**src/rtl/aer_link_arbiter_if.sv**
```systemverilog
// rtl/aer_link_arbiter_if.sv - request/link/status bundle for aer_link_arbiter
//
// Purpose: groups the two requester ports (ENC, HOST), the 4-phase AER link
// and the status outputs of aer_link_arbiter into one interface.
// Modports:
//   slave  - the arbiter's view (samples requests and ACK, drives BUSY/link/status)
//   master - the environment's view (drives requests and ACK)
// Signals:
//   ENC_REQ/ENC_ADDR/ENC_BUSY     encoder requester
//   HOST_REQ/HOST_ADDR/HOST_BUSY  host/SPI requester
//   AERIN_ADDR/AERIN_REQ/AERIN_ACK  4-phase link to the AER input controller
//   EVT_CNT/OVF_ERR/TIMEOUT_ERR   completed-event counter and sticky error flags
interface aer_link_arbiter_if #(
  parameter int ADDR_W = 10,
  parameter int CNT_W  = 16
);
  logic              ENC_REQ;
  logic [ADDR_W-1:0] ENC_ADDR;
  logic              ENC_BUSY;
  logic              HOST_REQ;
  logic [ADDR_W-1:0] HOST_ADDR;
  logic              HOST_BUSY;
  logic [ADDR_W-1:0] AERIN_ADDR;
  logic              AERIN_REQ;
  logic              AERIN_ACK;
  logic [CNT_W-1:0]  EVT_CNT;
  logic              OVF_ERR;
  logic              TIMEOUT_ERR;

  modport slave (
    input  ENC_REQ, ENC_ADDR, HOST_REQ, HOST_ADDR, AERIN_ACK,
    output ENC_BUSY, HOST_BUSY, AERIN_ADDR, AERIN_REQ, EVT_CNT, OVF_ERR, TIMEOUT_ERR
  );

  modport master (
    output ENC_REQ, ENC_ADDR, HOST_REQ, HOST_ADDR, AERIN_ACK,
    input  ENC_BUSY, HOST_BUSY, AERIN_ADDR, AERIN_REQ, EVT_CNT, OVF_ERR, TIMEOUT_ERR
  );
endinterface

```
**src/rtl/aer_link_arbiter.sv**
```systemverilog
// rtl/aer_link_arbiter.sv - round-robin sharing of the AER input link between encoder and host
//
// Purpose: each requester (ENC, HOST) owns a one-entry capture slot filled on
// the rising edge of its REQ level. Full slots are granted round-robin and
// driven onto the AER link with a 4-phase REQ/ACK handshake.
// Ports:
//   CLK  - system clock
//   RST  - asynchronous active-high reset; drops AERIN_REQ at once, empties both slots
//   bus  - aer_link_arbiter_if.slave: ENC_*/HOST_* requesters, AERIN_* link,
//          EVT_CNT (saturating), OVF_ERR and TIMEOUT_ERR sticky flags
// Configuration:
//   AER_ARB_TIMEOUT_EN - when defined, a REQ phase that sees no ACK for
//   TIMEOUT_CYC cycles is abandoned (TIMEOUT_ERR set, slot cleared, not counted).
//   When undefined, REQ waits for ACK forever and TIMEOUT_ERR is tied low.
module aer_link_arbiter #(
  parameter int ADDR_W      = 10,
  parameter int CNT_W       = 16,
  parameter int TIMEOUT_CYC = 1024
) (
  input logic             CLK,
  input logic             RST,
  aer_link_arbiter_if.slave bus
);

  typedef enum logic [1:0] {S_IDLE, S_REQ, S_REL, S_DONE} state_t;

  state_t            state, state_nxt;
  logic              enc_req_d, host_req_d;
  logic              enc_full, host_full;
  logic [ADDR_W-1:0] enc_slot, host_slot;
  logic [ADDR_W-1:0] link_addr;
  logic              grant;      // 0 = ENC, 1 = HOST
  logic              ptr;        // round-robin preference when both slots are full
  logic              pick;
  logic              enc_edge, host_edge;
  logic [CNT_W-1:0]  evt_cnt;
  logic              ovf_err;
  logic              tmo_fire;   // REQ phase abandoned this cycle
  logic              tmo_hit;    // current DONE follows a timeout, so it is not counted

  assign enc_edge  = bus.ENC_REQ  & ~enc_req_d;
  assign host_edge = bus.HOST_REQ & ~host_req_d;

  // A lone full slot wins outright; the pointer only breaks ties.
  assign pick = (enc_full & host_full) ? ptr : host_full;

`ifdef AER_ARB_TIMEOUT_EN
  localparam int TW = $clog2(TIMEOUT_CYC) + 1;

  logic [TW-1:0] tmo_cnt;
  logic          tmo_err;

  // ACK wins over a timeout that expires in the same cycle.
  assign tmo_fire = (state == S_REQ) && !bus.AERIN_ACK && (tmo_cnt == TW'(TIMEOUT_CYC - 1));

  always_ff @(posedge CLK or posedge RST) begin
    if (RST) begin
      tmo_cnt <= '0;
      tmo_hit <= 1'b0;
      tmo_err <= 1'b0;
    end else begin
      tmo_cnt <= (state == S_REQ) ? tmo_cnt + 1'b1 : '0;
      if (tmo_fire) begin
        tmo_hit <= 1'b1;
        tmo_err <= 1'b1;
      end else if (state == S_DONE) begin
        tmo_hit <= 1'b0;
      end
    end
  end

  assign bus.TIMEOUT_ERR = tmo_err;
`else
  assign tmo_fire        = 1'b0;
  assign tmo_hit         = 1'b0;
  assign bus.TIMEOUT_ERR = 1'b0;
`endif

  // State register
  always_ff @(posedge CLK or posedge RST) begin
    if (RST) state <= S_IDLE;
    else     state <= state_nxt;
  end

  // Next-state logic
  always_comb begin
    state_nxt = state;
    case (state)
      S_IDLE: if (enc_full | host_full) state_nxt = S_REQ;
      S_REQ: begin
        if (bus.AERIN_ACK)  state_nxt = S_REL;
        else if (tmo_fire)  state_nxt = S_DONE;
      end
      S_REL:  if (!bus.AERIN_ACK) state_nxt = S_DONE;
      S_DONE: state_nxt = S_IDLE;
      default: state_nxt = S_IDLE;
    endcase
  end

  // Outputs
  always_comb begin
    bus.AERIN_REQ = (state == S_REQ);
    bus.ENC_BUSY  = enc_full  | ((state != S_IDLE) && (grant == 1'b0));
    bus.HOST_BUSY = host_full | ((state != S_IDLE) && (grant == 1'b1));
  end

  assign bus.AERIN_ADDR = link_addr;
  assign bus.EVT_CNT    = evt_cnt;
  assign bus.OVF_ERR    = ovf_err;

  // Capture slots, grant, counter and flags
  always_ff @(posedge CLK or posedge RST) begin
    if (RST) begin
      enc_req_d  <= 1'b0;
      host_req_d <= 1'b0;
      enc_full   <= 1'b0;
      host_full  <= 1'b0;
      enc_slot   <= '0;
      host_slot  <= '0;
      link_addr  <= '0;
      grant      <= 1'b0;
      ptr        <= 1'b0;
      evt_cnt    <= '0;
      ovf_err    <= 1'b0;
    end else begin
      enc_req_d  <= bus.ENC_REQ;
      host_req_d <= bus.HOST_REQ;

      // The granted slot stays full until DONE, so an edge during its
      // handshake lands in the overflow branch.
      if ((state == S_DONE) && (grant == 1'b0)) begin
        enc_full <= 1'b0;
      end else if (enc_edge && !enc_full) begin
        enc_full <= 1'b1;
        enc_slot <= bus.ENC_ADDR;
      end

      if ((state == S_DONE) && (grant == 1'b1)) begin
        host_full <= 1'b0;
      end else if (host_edge && !host_full) begin
        host_full <= 1'b1;
        host_slot <= bus.HOST_ADDR;
      end

      if ((enc_edge && enc_full) || (host_edge && host_full)) ovf_err <= 1'b1;

      if ((state == S_IDLE) && (enc_full | host_full)) begin
        grant     <= pick;
        link_addr <= pick ? host_slot : enc_slot;
      end

      if (state == S_DONE) begin
        ptr <= ~ptr;
        if (!tmo_hit && (evt_cnt != {CNT_W{1'b1}})) evt_cnt <= evt_cnt + 1'b1;
      end
    end
  end

endmodule

```
**src/flat_wrapper.sv**
```systemverilog
// flat-port wrapper written by rule: the top's interface ports become plain ports
module aer_link_arbiter_flat 
#(
  parameter int ADDR_W      = 10,
  parameter int CNT_W       = 16,
  parameter int TIMEOUT_CYC = 1024
)
  (CLK, RST, bus_ENC_REQ, bus_ENC_ADDR, bus_HOST_REQ, bus_HOST_ADDR, bus_AERIN_ACK, bus_ENC_BUSY, bus_HOST_BUSY, bus_AERIN_ADDR, bus_AERIN_REQ, bus_EVT_CNT, bus_OVF_ERR, bus_TIMEOUT_ERR);
  aer_link_arbiter_if #(.ADDR_W(ADDR_W), .CNT_W(CNT_W)) bus_i ();
  input logic CLK;
  input logic RST;
  input wire logic [$bits(bus_i.ENC_REQ)-1:0] bus_ENC_REQ;
  input wire logic [$bits(bus_i.ENC_ADDR)-1:0] bus_ENC_ADDR;
  input wire logic [$bits(bus_i.HOST_REQ)-1:0] bus_HOST_REQ;
  input wire logic [$bits(bus_i.HOST_ADDR)-1:0] bus_HOST_ADDR;
  input wire logic [$bits(bus_i.AERIN_ACK)-1:0] bus_AERIN_ACK;
  output wire logic [$bits(bus_i.ENC_BUSY)-1:0] bus_ENC_BUSY;
  output wire logic [$bits(bus_i.HOST_BUSY)-1:0] bus_HOST_BUSY;
  output wire logic [$bits(bus_i.AERIN_ADDR)-1:0] bus_AERIN_ADDR;
  output wire logic [$bits(bus_i.AERIN_REQ)-1:0] bus_AERIN_REQ;
  output wire logic [$bits(bus_i.EVT_CNT)-1:0] bus_EVT_CNT;
  output wire logic [$bits(bus_i.OVF_ERR)-1:0] bus_OVF_ERR;
  output wire logic [$bits(bus_i.TIMEOUT_ERR)-1:0] bus_TIMEOUT_ERR;
  assign bus_i.ENC_REQ = bus_ENC_REQ;
  assign bus_i.ENC_ADDR = bus_ENC_ADDR;
  assign bus_i.HOST_REQ = bus_HOST_REQ;
  assign bus_i.HOST_ADDR = bus_HOST_ADDR;
  assign bus_i.AERIN_ACK = bus_AERIN_ACK;
  assign bus_ENC_BUSY = bus_i.ENC_BUSY;
  assign bus_HOST_BUSY = bus_i.HOST_BUSY;
  assign bus_AERIN_ADDR = bus_i.AERIN_ADDR;
  assign bus_AERIN_REQ = bus_i.AERIN_REQ;
  assign bus_EVT_CNT = bus_i.EVT_CNT;
  assign bus_OVF_ERR = bus_i.OVF_ERR;
  assign bus_TIMEOUT_ERR = bus_i.TIMEOUT_ERR;
  aer_link_arbiter #(.ADDR_W(ADDR_W), .CNT_W(CNT_W), .TIMEOUT_CYC(TIMEOUT_CYC)) u_core (.CLK(CLK), .RST(RST), .bus(bus_i));
endmodule
```
**config.mk**
```make
export PLATFORM = sky130hd
export DESIGN_NAME = aer_link_arbiter_flat
export DESIGN_NICKNAME = d
export VERILOG_FILES = /design/src/rtl/aer_link_arbiter_if.sv /design/src/rtl/aer_link_arbiter.sv /design/src/flat_wrapper.sv
export SDC_FILE = /design/constraint.sdc
export NUM_CORES = 1
export LEC_CHECK = 0
export ABC_AREA = 1
export CORE_ASPECT_RATIO = 0.6
export CORE_UTILIZATION = 51
export DETAILED_ROUTE_END_ITERATION = 10
export PLACE_DENSITY_LB_ADDON = 0.12
export SLEW_MARGIN = 20
export SYNTH_ARGS = -nofsm -noshare
export SYNTH_HDL_FRONTEND = slang
export SYNTH_SLANG_ARGS = --single-unit
```
**constraint.sdc**
```tcl
create_clock -name CLK -period 2.2 [get_ports CLK]
set_input_delay 0.33 -clock CLK [delete_from_list [all_inputs] [get_ports CLK]]
set_output_delay 0.33 -clock CLK [all_outputs]
set_load 0.02 [all_outputs]
```
# Word-level counts from Yosys, hierarchy flattened
# Index checks and enable logic that the tools add are counted.
[classes]
magnitude_cmp = 0
n_mul = 0
n_bitwise = 12
shift = 0
div_mod_pow = 0
add_sub_neg = 1
n_mux = 10
reduce_logical = 20
n_eq_ne = 7
[ops]
columns = ["operator", "n"]
rows = [
  ["adder 16 x 1 -> 16 bit (second input constant)", 1],
  ["inequality test 16 bit (second input constant)", 1],
  ["two-way mux 10 bit", 1],
  ["logical AND 1 bit", 9],
  ["case mux 2 bit (4 select lines)", 1],
  ["two-way mux 2 bit", 3],
  ["inequality test 2 bit (second input constant)", 3],
  ["inverter 1 bit", 6],
  ["AND reduction 2 bit", 3],
  ["nonzero test 2 bit", 3],
  ["two-way mux 1 bit", 5],
  ["== test 2 bit (second input constant)", 2],
  ["AND 1 bit", 3],
  ["OR 1 bit", 3],
  ["AND reduction 3 bit", 1],
  ["== test 2 x 1 -> 1 bit (second input constant)", 1],
  ["logical NOT 1 bit", 2],
  ["logical NOT 2 bit", 1],
  ["logical OR 1 bit", 1],
]
[totals]
ram_bits = 0
mem_count = 0
romBits = 0
register_bits = 55
latch_bits = 0
word_cells = 62
in_bits = 25

# Logic depth before layout (Yosys ltp)
[depth]
ltp_word = 5
depth_mapped = 8

# Worst setup path before layout
# Ideal clock, no wire load.
[synth_path]
kind = "flip-flop to flip-flop"
start = "reg u_core.evt_cnt[0], in the netlist u_core.bus.EVT_CNT[0]"
end = "reg u_core.evt_cnt[7], in the netlist u_core.bus.EVT_CNT[7]"
slack_ns = 0.664
stages_incl_launch_ff = 9
period_less_slack_ns = 1.536
n_path_buf = 0
arrival_time_ns = 1.462
cell_sequence = "dfrtp_1 -> ha_1 -> nand3_2 -> inv_2 -> nand2_2 -> nor2_4 -> nor2_2 -> nand2_1 -> o21ai_2"
[synth_via]
elab_chain_len = 2
elab_cells_between_ends = 3
[synth_lines]
columns = ["element", "line", "rtl"]
rows = [
  ["start, declared", "aer_link_arbiter.sv:36", "logic [CNT_W-1:0] evt_cnt;"],
  ["start signal, assigned", "aer_link_arbiter.sv:154", "if (!tmo_hit && (evt_cnt != {CNT_W{1'b1}})) evt_cnt <= evt_cnt + 1'b1;"],
  ["branches (longest 2 deep; another with adder 16 x 1 -> 16 bit)", "n/a", ""],
]
# Several ways; the timed one is not identified.
# A chain may end at the register's enable or synchronous reset.

# Worst setup path after layout
[layout_path]
start = "reg u_core.state[1]"
end = "out bus_AERIN_REQ"
[layout_via]
elab_chain_len = 1
[layout_lines]
columns = ["element", "line", "rtl"]
rows = [
  ["start, declared", "aer_link_arbiter.sv:27", "state_t state, state_nxt;"],
  ["start signal, assigned", "aer_link_arbiter.sv:82", "else state <= state_nxt;"],
  ["== test 2 x 1 -> 1 bit", "aer_link_arbiter.sv:102", "bus.AERIN_REQ = (state == S_REQ);"],
  ["end, declared", "flat_wrapper.sv:20", "output wire logic [$bits(bus_i.AERIN_REQ)-1:0] bus_AERIN_REQ;"],
]
# No other way between the ends.

==> metrics.cfg <==
[run_status]
outcome=completed

[clock_tree]
clk_pin_slew_ns=0.10
clkLatencyLatePin_ns=0.30
cts_tree=built
cts_hold_buf=0
clock_sinks=55
numCtsBuffers=5
h-tree-depth=2
clock_path_buffers=2
cts_setup_buffers=0
cts-root-buf=clkbuf_8

[global_routing]
antenna_found_initial=0
grt_usage_pct=23.5
grt-ovfl-total=0
grt_util_met3_pct=4.78
use_met2_pct=31.6
grt_use_met1_pct=38.0
grt_busiest_layer=met1
grt_pass1_vias=2037
grt_max_degree=56
grt_pass1_wl_um=9830

[synthesis]
yosysMostFrequentCell=nand2_1
netlist.top_cell.by_area=dfrtp_1
yosysWarnings=0
netlist_area_um2=2700
syn-mean-instance-area_um2=8.53
syn_nets=347
yosys-top-cells-area=dfrtp_1 (51%), nand2_1 (15%), o21ai_0 (4.6%), mux2_2 (4.2%), nor2_1 (4.2%)
yosysUniqueCellTypes=28
synth-seq-area-share_pct=50.9
netlist_top_cells_count=nand2_1 (106), dfrtp_1 (55), nor2_1 (30)
synth_ff_type=dfrtp_1
ys_ff_latch=55
synth_edf_count=0
syn_inst=317
async_reset_ff_share_pct=100
netlist.area_leader.share_pct=50.9

[critical_path]
crit_path_top_delay_cell=clkdlybuf4s50_1
crit_family=buffers and inverters
criticalPathCategory=reg -> out
worstPathArrival_ns=1.63
critical_path_buf_inv_count=2
ff2ff_setup_slack_ns=0.54
critical_path_required_ns=1.87
cp-end-kind=primary output
critical_path.max_stage_delay_ns=0.61
start_kind=flop
crit_chain=inv_1 > ha_1 > clkdlybuf4s50_1
cp_max_fo=3

[power_and_ir_drop]
p_sw_mw=1.55
cellLeakagePower_nw=1.58
power.density_nw_per_um2=1130
peakVddDrop_mv=0.690
internal-power_mw=2.35
clkPwrFrac_pct=15.1
swShare_pct=39.7
total_power_mw=3.91
power.share.sequential_pct=41.5
comb_power_share_pct=43.4

[layout]
n_fill_cell=405
nets=408
regArea_um2=1380
diodes=0
synthToLayoutAreaGrowth_pct=27.7
fin_util_pct=68.0
drive_gt1_share_pct=11.9
multiInputGateArea_um2=1190

[sta]
skew_ns=0.00466
setup_violations=0
final.setup.tns_ns=0
final.period_utilization_pct=89.0
post-route-min-period_ns=1.96
hold_ws_ns=0.389
rsz0062_at_grt=false
hold_viol=0
fmax_mhz=511
maxSlewViolCount=0
setup_slack_ns=0.242

[run]
max_cap_violations=0

[placement]
hpwlAfterDp_um=4400
place_ws_ns=0.370
gp_congestion=0.802
io_buffers=54

[floorplanning]
die_y_um=58.4
num_io_pins=56
core_area_um2=5080
die_w_um=96.0
die_area_um2=5600
initial_core_util_pct=53.2
rows=20

[drt]
vias=2256
first_pass_iters=4
drtIter0Drc=117
route.detailed.drc=0
viasPerCell=5.07
wl_per_cell_um=13.3
wl_um=5930
antenna_left=0

[worst_hold_path]
hold_path_class=in -> async

## tightest hold or removal path, delay by kind of cell
family                 cells  cell delay [ns]
buffers and inverters      3             0.75
## cell type report
| class | instances | area share [%] |
|---|---|---|
| clock buffers | 6 | 2.39 |
| clock inverters | 2 | 0.471 |
| inverters | 25 | 2.72 |
| multi-input cells | 230 | 34.5 |
| flip-flops and latches | 55 | 39.9 |
| well taps | 66 | 2.39 |
| repair buffers | 61 | 17.7 |
## metal layers
| layer | vias up | wire length [µm] | share of wire, % |
|---|---|---|---|
| met4 | 0 | 61 | 1.0 |
| li1 | 1136 | - | - |
| met5 | - | 0 | 0 |
| met2 | 76 | 2410 | 41 |
| met3 | 6 | 385 | 6.5 |
| met1 | 1038 | 3070 | 52 |
## stage by stage
step                      area (µm²)  std cells
after global routing            3450        445
after detailed placement        3350        437
after global placement          3350        437
after CTS                       3450        445
final                           3450        445
after floorplan                 2700        317
## state kept, by name, indices dropped and copies added, names as in the netlist
signal and flops:
u_core.ptr 1, u_core.grant 1, u_core.bus.OVF_ERR 1, u_core.host_req_d 1, u_core.bus.EVT_CNT 16, u_core.enc_full 1, u_core.state 2, u_core.host_slot 10
u_core.bus.AERIN_ADDR 10, u_core.host_full 1, u_core.enc_req_d 1, u_core.enc_slot 10
## cells by family (layout without fill, tap and decap cells)
kind of cell	count (synthesis)	in the layout	share of synthesized area, %
XOR/XNOR	4	4	1.30
buffers and inverters	32	94	5.05
AND/OR/NAND/NOR	176	176	29.3
AO/OA/AOI/OAI	34	34	6.85
flip-flops	55	55	50.9
adder cells (fa/ha/maj)	5	5	2.31
other	1	1	0.139
multiplexers	10	10	4.17
## power by group through the flow
stage	registers (mW)	logic, mW	clock network [mW]
after floorplan	1.74	0.934	0
after global placement	1.63	1.66	0
after detailed placement	1.64	1.70	0
after CTS	1.62	1.72	0.607
after global routing	1.67	1.88	0.647
final	1.62	1.69	0.592
## final timing paths
check | start | to | cells past startpoint
worst max-delay path | u_core.state[1]$_DFFE_PP0P_ | bus_AERIN_REQ | 3
worst min-delay path | RST | u_core.bus.EVT_CNT[8]$_DFFE_PP0P_ | 3
worst max register to register | u_core.bus.EVT_CNT[0]$_DFFE_PP0P_ | u_core.bus.EVT_CNT[7]$_DFFE_PP0P_ | 8
worst min register to register | u_core.enc_slot[5]$_DFFE_PP0P_ | u_core.enc_slot[5]$_DFFE_PP0P_ | 2
max in group asynchronous | RST | u_core.bus.EVT_CNT[5]$_DFFE_PP0P_ | 3
min in group CLK | u_core.enc_slot[5]$_DFFE_PP0P_ | u_core.enc_slot[5]$_DFFE_PP0P_ | 2
## timing repair
item / in CTS / in global routing
endpoints found under the setup margin: 0 / 2
gates resized for setup: 0 / 2
hold endpoints to repair: 0 / 0
## cell usage in the layout (no fill, tap or decap)
master / count
nand2_1: 106
clkinv_4: 1
buf_12: 1
inv_1: 22
o21ai_0: 25
clkbuf_8: 6
conb_1: 1
xnor2_1: 3
nand3_2: 1
inv_2: 3
nand4_4: 1
nand3_1: 18
o21ai_2: 4
mux2_2: 10
nor2_2: 2
nor3_1: 1
nand4_1: 4
nand2_2: 3
clkdlybuf4s50_1: 52
clkinvlp_4: 1
nand2_4: 1
nor2_1: 30
nor2_4: 5
xor2_1: 1
dfrtp_1: 55
o21ai_1: 2
a21oi_1: 3
dlymetal6s2s_1: 2
buf_4: 6
nand3b_1: 4
ha_1: 5
Power figures use the tool's default switching activity.
